==> src/rtl/load_store_unit.sv <==
// Load/store unit between a valid/ready request port and a word-wide data memory. It handles
// B/H/W/BU/HU loads and stores. Define LSU_MISALIGNED_EN to allow accesses that cross a word boundary.
module load_store_unit #(
    parameter int DATA_WIDTH    = 32,
    parameter int ADDRESS_WIDTH = 10
) (
    input  logic                  clk,
    input  logic                  rst,
    input  logic                  req_valid,
    output logic                  req_ready,
    input  logic                  req_we,
    input  logic [2:0]            req_funct3,
    input  logic [DATA_WIDTH-1:0] req_addr,
    input  logic [DATA_WIDTH-1:0] req_wdata,
    output logic                  resp_valid,
    output logic [DATA_WIDTH-1:0] resp_rdata,
    output logic                  resp_err,
    output logic [DATA_WIDTH-1:0] mem_a,
    output logic                  mem_we,
    output logic [DATA_WIDTH-1:0] mem_wd,
    input  logic [DATA_WIDTH-1:0] mem_rd
);
    localparam logic [2:0] IDLE = 3'd0;
    localparam logic [2:0] ACC0 = 3'd1;
    localparam logic [2:0] ACC1 = 3'd2;
    localparam logic [2:0] WR0  = 3'd3;
    localparam logic [2:0] WR1  = 3'd4;
    localparam logic [2:0] RESP = 3'd5;
    localparam int NB   = DATA_WIDTH / 8;
    localparam int BE_W = 2 * NB;

    logic [2:0]               state_q, state_d;
    logic                     we_q, we_d;
    logic [2:0]               funct3_q, funct3_d;
    logic [ADDRESS_WIDTH+1:0] addr_q, addr_d;
    logic [DATA_WIDTH-1:0]    wdata_q, wdata_d;
    logic [DATA_WIDTH-1:0]    buf0_q, buf0_d, buf1_q, buf1_d;
    logic [DATA_WIDTH-1:0]    rdata_q, rdata_d;
    logic                     err_q, err_d;

    function automatic logic [2:0] size_bytes(input logic [1:0] sz);
        case (sz)
            2'b00:   return 3'd1;
            2'b01:   return 3'd2;
            default: return 3'd4;
        endcase
    endfunction

    logic span, req_align_err, req_err;
`ifdef LSU_MISALIGNED_EN
    assign span          = ({1'b0, addr_q[1:0]} + size_bytes(funct3_q[1:0])) > 3'd4;
    // A crossing access at the top word would need index+1, which does not exist.
    assign req_align_err = (({1'b0, req_addr[1:0]} + size_bytes(req_funct3[1:0])) > 3'd4)
                           && (req_addr[ADDRESS_WIDTH+1:2] == '1);
`else
    assign span          = 1'b0;
    assign req_align_err = ((req_funct3[1:0] == 2'b01) && req_addr[0])
                           || ((req_funct3[1:0] == 2'b10) && (req_addr[1:0] != 2'b00));
`endif

    assign req_err = (req_funct3 == 3'b011) || (req_funct3 == 3'b110) || (req_funct3 == 3'b111)
                     || (req_we && req_funct3[2])
                     || ((req_addr >> (ADDRESS_WIDTH + 2)) != '0)
                     || req_align_err;

    // Two-word window: the low word comes from word index, the high word from index+1.
    logic [DATA_WIDTH-1:0]   win_lo, win_hi, load_data;
    logic [2*DATA_WIDTH-1:0] shifted, data_sh, bit_mask, merged;
    logic [BE_W-1:0]         size_mask, byte_en;
    logic [4:0]              shamt;

    always_comb begin
        shamt   = {addr_q[1:0], 3'b000};
        win_lo  = (state_q == ACC0) ? mem_rd : buf0_q;
        win_hi  = (state_q == ACC1) ? mem_rd : buf1_q;
        shifted = {win_hi, win_lo} >> shamt;
        case (funct3_q[1:0])
            2'b00:   load_data = {{(DATA_WIDTH-8){shifted[7] & ~funct3_q[2]}}, shifted[7:0]};
            2'b01:   load_data = {{(DATA_WIDTH-16){shifted[15] & ~funct3_q[2]}}, shifted[15:0]};
            default: load_data = shifted[DATA_WIDTH-1:0];
        endcase
        case (funct3_q[1:0])
            2'b00:   size_mask = BE_W'(1);
            2'b01:   size_mask = BE_W'(3);
            default: size_mask = BE_W'({NB{1'b1}});
        endcase
        byte_en = size_mask << addr_q[1:0];
        for (int i = 0; i < BE_W; i++) begin
            bit_mask[i*8 +: 8] = {8{byte_en[i]}};
        end
        data_sh = {{DATA_WIDTH{1'b0}}, wdata_q} << shamt;
        merged  = ({buf1_q, buf0_q} & ~bit_mask) | (data_sh & bit_mask);
    end

    always_comb begin
        state_d  = state_q;
        we_d     = we_q;
        funct3_d = funct3_q;
        addr_d   = addr_q;
        wdata_d  = wdata_q;
        buf0_d   = buf0_q;
        buf1_d   = buf1_q;
        rdata_d  = rdata_q;
        err_d    = err_q;
        case (state_q)
            IDLE: begin
                if (req_valid && req_ready) begin
                    we_d     = req_we;
                    funct3_d = req_funct3;
                    addr_d   = req_addr[ADDRESS_WIDTH+1:0];
                    wdata_d  = req_wdata;
                    if (req_err) begin
                        state_d = RESP;
                        rdata_d = '0;
                        err_d   = 1'b1;
                    end else if (req_we && (req_funct3 == 3'b010) && (req_addr[1:0] == 2'b00)) begin
                        state_d = WR0;
                    end else begin
                        state_d = ACC0;
                    end
                end
            end
            ACC0: begin
                buf0_d = mem_rd;
                if (span) begin
                    state_d = ACC1;
                end else if (we_q) begin
                    state_d = WR0;
                end else begin
                    state_d = RESP;
                    rdata_d = load_data;
                    err_d   = 1'b0;
                end
            end
            ACC1: begin
                buf1_d = mem_rd;
                if (we_q) begin
                    state_d = WR0;
                end else begin
                    state_d = RESP;
                    rdata_d = load_data;
                    err_d   = 1'b0;
                end
            end
            WR0, WR1: begin
                if ((state_q == WR0) && span) begin
                    state_d = WR1;
                end else begin
                    state_d = RESP;
                    rdata_d = '0;
                    err_d   = 1'b0;
                end
            end
            default: state_d = IDLE;
        endcase
    end

    always_ff @(posedge clk) begin
        if (rst) begin
            state_q  <= IDLE;
            we_q     <= 1'b0;
            funct3_q <= '0;
            addr_q   <= '0;
            wdata_q  <= '0;
            buf0_q   <= '0;
            buf1_q   <= '0;
            rdata_q  <= '0;
            err_q    <= 1'b0;
        end else begin
            state_q  <= state_d;
            we_q     <= we_d;
            funct3_q <= funct3_d;
            addr_q   <= addr_d;
            wdata_q  <= wdata_d;
            buf0_q   <= buf0_d;
            buf1_q   <= buf1_d;
            rdata_q  <= rdata_d;
            err_q    <= err_d;
        end
    end

    logic [ADDRESS_WIDTH-1:0] word_idx;
    logic                     mem_active;

    assign word_idx   = ((state_q == ACC1) || (state_q == WR1)) ? addr_q[ADDRESS_WIDTH+1:2] + 1'b1
                                                                : addr_q[ADDRESS_WIDTH+1:2];
    assign mem_active = (state_q == ACC0) || (state_q == ACC1) || (state_q == WR0) || (state_q == WR1);
    assign mem_a      = mem_active ? {{(DATA_WIDTH-ADDRESS_WIDTH){1'b0}}, word_idx} : '0;
    assign mem_we     = (state_q == WR0) || (state_q == WR1);
    assign mem_wd     = (state_q == WR1) ? merged[2*DATA_WIDTH-1:DATA_WIDTH] : merged[DATA_WIDTH-1:0];
    assign req_ready  = (state_q == IDLE) && !rst;
    assign resp_valid = (state_q == RESP);
    assign resp_rdata = rdata_q;
    assign resp_err   = err_q;

endmodule

==> config.mk <==
export PLATFORM = sky130hd
export DESIGN_NAME = load_store_unit
export DESIGN_NICKNAME = d
export VERILOG_FILES = /design/src/rtl/load_store_unit.sv
export SDC_FILE = /design/constraint.sdc
export NUM_CORES = 1
export LEC_CHECK = 0
export CORE_AREA = 5 5 158 130
export DETAILED_ROUTE_END_ITERATION = 8
export DIE_AREA = 0 0 163 135
export GPL_ROUTABILITY_DRIVEN = 0
export PLACE_DENSITY = 0.73
export SYNTH_ARGS = -nofsm -noshare
export SYNTH_HDL_FRONTEND = slang
export SYNTH_SLANG_ARGS = --single-unit
==> constraint.sdc <==
create_clock -name clk -period 3.9 [get_ports clk]
set_input_delay 0.585 -clock clk [delete_from_list [all_inputs] [get_ports clk]]
set_output_delay 0.585 -clock clk [all_outputs]
set_load 0.01 [all_outputs]
==> flow_summary.ini <==
[route]
firstDrtPassIters = 5
viasPerCell = 5.58
vias = 7787
antenna_left = 0
drtIter0Drc = 858
drc = 0
routedWlPerCell_um = 19.3
wirelength_um = 26900

[setup_path]
cp_max_fo = 24
cp.depth = 6
cp_cell_sequence = nor2_1, nor2b_1, nor2_1, mux2i_1, a21oi_1, clkdlybuf4s50_1
cpMaxStageDelayCell = nor2_1
cp-end-kind = output pin
r2r-start = state_q[0]
rrSetupSlack_ns = 0.78
crit_path_start_kind = register
path_buf_inv = 1
cpPeakStageDelay_ns = 0.83
worstReg2RegEnd = resp_rdata[21]
critPathKind = reg -> out
crit_top_cell = nor2_1
critical_path_required_ns = 3.31
critPathLaunch = addr_q[0]
cp.arrival_ns = 3.06
rr_worst_depth = 6
crit_family = simple AND/OR/NAND/NOR gates

[clocking]
htreeDepth = 4
cts_buffer_depth = 2
numCtsBuffers = 17
cts-root-buf = clkbuf_16
cts.sinks = 148
path_clk_slew_ns = 0.06
clk_latency_ns = 0.44
postCtsSetupBuffers = 0
ctsHoldBuffers = 0
cts_resized = 0
cts_tree = built

[global_route]
antenna_found_initial = 0
grt_first_pass_wirelength_um = 41400
grt_max_degree = 105
gr-total-overflow = 0
grt_pass1_vias = 7449
track_usage_pct = 24.1

[floorplanning]
die_y_um = 135
coreArea_sq_um = 18700
io-pin-count = 203
die_width_um = 163
start_util_pct = 44.4
dieArea_sq_um = 22000
rows = 45

[min_path]
hold_path_end = buf1_q[24]
worstHoldPathCells = 2
hold_path_class = reg -> reg
hp-start = buf1_q[24]

[timing]
period_share_pct = 93.6
fmax_ghz = 0.274
relSlewSlack_pct = 25.6
final_critical_path_setup_slack_ns = 0.251
fin_tns_setup_ns = 0
period_needed_ns = 3.65
worstMarginPinSlew_ns = 1.11
slew_viol_final = 0
finalHoldViolCount = 0
setup_viol = 0
finClkSkew_ns = 0.0126
rsz0062_at_grt = no
hold_slack_ns = 0.460

[yosys]
synth_fa_ha_area_share_pct = 0.151
synth_top_family_by_area = multiplexers
synthCells = 985
synth_edf_count = 0
synth-compound-area-share_pct = 18.8
avgSynthCellArea_sq_um = 8.42
synth_cell_type_count = 57
yosys.area.top_type = dfxtp_1
synth_area_sq_um = 8300
netlist.area_leader.share_pct = 35.7
synth.mux.area_fraction_pct = 21.2
ys_seq_area_share_pct = 35.7
ys.flop_type = dfxtp_1
ys_warn_count = 0
synthArstFlopShare_pct = 0
synthXorXnorAreaFrac_pct = 0.739
synth-simple-area-share_pct = 16.6
synth_seq_cells = 148
ys_top_cells_by_area = dfxtp_1, mux2i_1, o21ai_0

[power]
combPwrFrac_pct = 27.7
p_per_area_nw_per_um2 = 444
power_leakage_nw = 4.23
p_int_mw = 3.30
p_sw_mw = 1.49
p_sw_share_pct = 31.2
peakVddDrop_v = 0.000231
p_seq_share_pct = 36.8
pwr-share-clk_pct = 35.4

[layout]
drive_above_1_share_pct = 6.33
fin_cells = 1396
area_growth_pct = 30.1
layout.nets = 1230
mostFrequentLayoutCells = clkdlybuf4s50_1, mux2i_1, dfxtp_1
diodes = 0
final_util_pct = 57.8
final_common_cell = clkdlybuf4s50_1

[placement]
port_buffers = 180
dpl_worst_slack_ns = 0.708
placedCellCount = 1365
hpwlAfterDp_um = 20100

[job]
maxCapViolCount = 0

[status]
status = finished clean
==> cell usage after synthesis, types with 15 or more instances <==
library cell / n
a21oi_1: 46
buf_4: 22
clkbuf_1: 52
nand2b_1: 48
mux2i_1: 159
o21ai_0: 76
o211ai_1: 27
nor2_1: 94
o2bb2ai_1: 15
dfxtp_1: 148
inv_1: 22
nand2_1: 101
buf_1: 18
==> cells by family (layout without fill, tap and decap cells) <==
group / count (synthesis) / count (layout)
other: 1 / 22
muxes: 172 / 172
buffers and inverters: 121 / 253
DFF: 148 / 148
and+or+nand+nor: 298 / 298
xor gates and xnor gates: 7 / 7
adders and majority gates: 1 / 1
AOI/OAI and AO/OA: 237 / 237
==> registers in the layout (all words and copies together) (netlist names) <==
name        flops
buf0_q         32
buf1_q         32
resp_rdata     32
wdata_q        32
addr_q         12
funct3_q        3
state_q         3
resp_err        1
we_q            1
==> final cells by class <==
class,count,area [sq um]
Clock buffer,21,470
Clock inverter,10,130
Fill cell,1714,7900
Inverter,23,86.3
Multi-Input combinational cell,737,4880
Sequential cell,148,2970
Tap cell,258,323
Timing Repair Buffer,199,1940
==> per-layer routing <==
layer  global-route usage (%)  up-vias  share of wire, %
met5                        0        -                 0
met3                     6.65       44               9.3
met1                     32.5     3637                44
li1                         -     3756                 -
met2                     37.4      350                44
met4                     8.10        0               2.5
==> how the worst max path moves through the flow <==
stage                       to  slack [ns]
floorplan           mem_wd[16]        1.35
global placement      mem_a[8]        0.77
detailed placement    mem_a[6]        0.71
CTS                   mem_a[6]        0.22
global route        mem_wd[28]        0.08
finish              mem_wd[31]        0.25
==> worst reg2reg max path: cells and delay by family, from the launching register on <==
| family | cells | cell delay, ns |
|---|---|---|
| mux | 2 | 0.69 |
| compound gates | 2 | 0.57 |
| simple gates | 1 | 0.61 |
| buf+inv | 1 | 0.34 |
| flops | 1 | 0.76 |
==> power by group through the flow <==
stage	clock network, mW	logic (mW)	registers (mW)
floorplan	0	0.794	1.74
global placement	0	1.30	1.79
detailed placement	0	1.31	1.79
CTS	1.70	1.32	1.76
global route	1.77	1.44	1.78
finish	1.70	1.33	1.76
==> metrics by stage <==
stage               power [mW]  area (sq um)
floorplan                 2.53          8380
global placement          3.09         10200
detailed placement        3.10         10200
CTS                       4.78         10800
global route              4.99         10800
finish                    4.79         10800
Power figures use the tool's default switching activity.
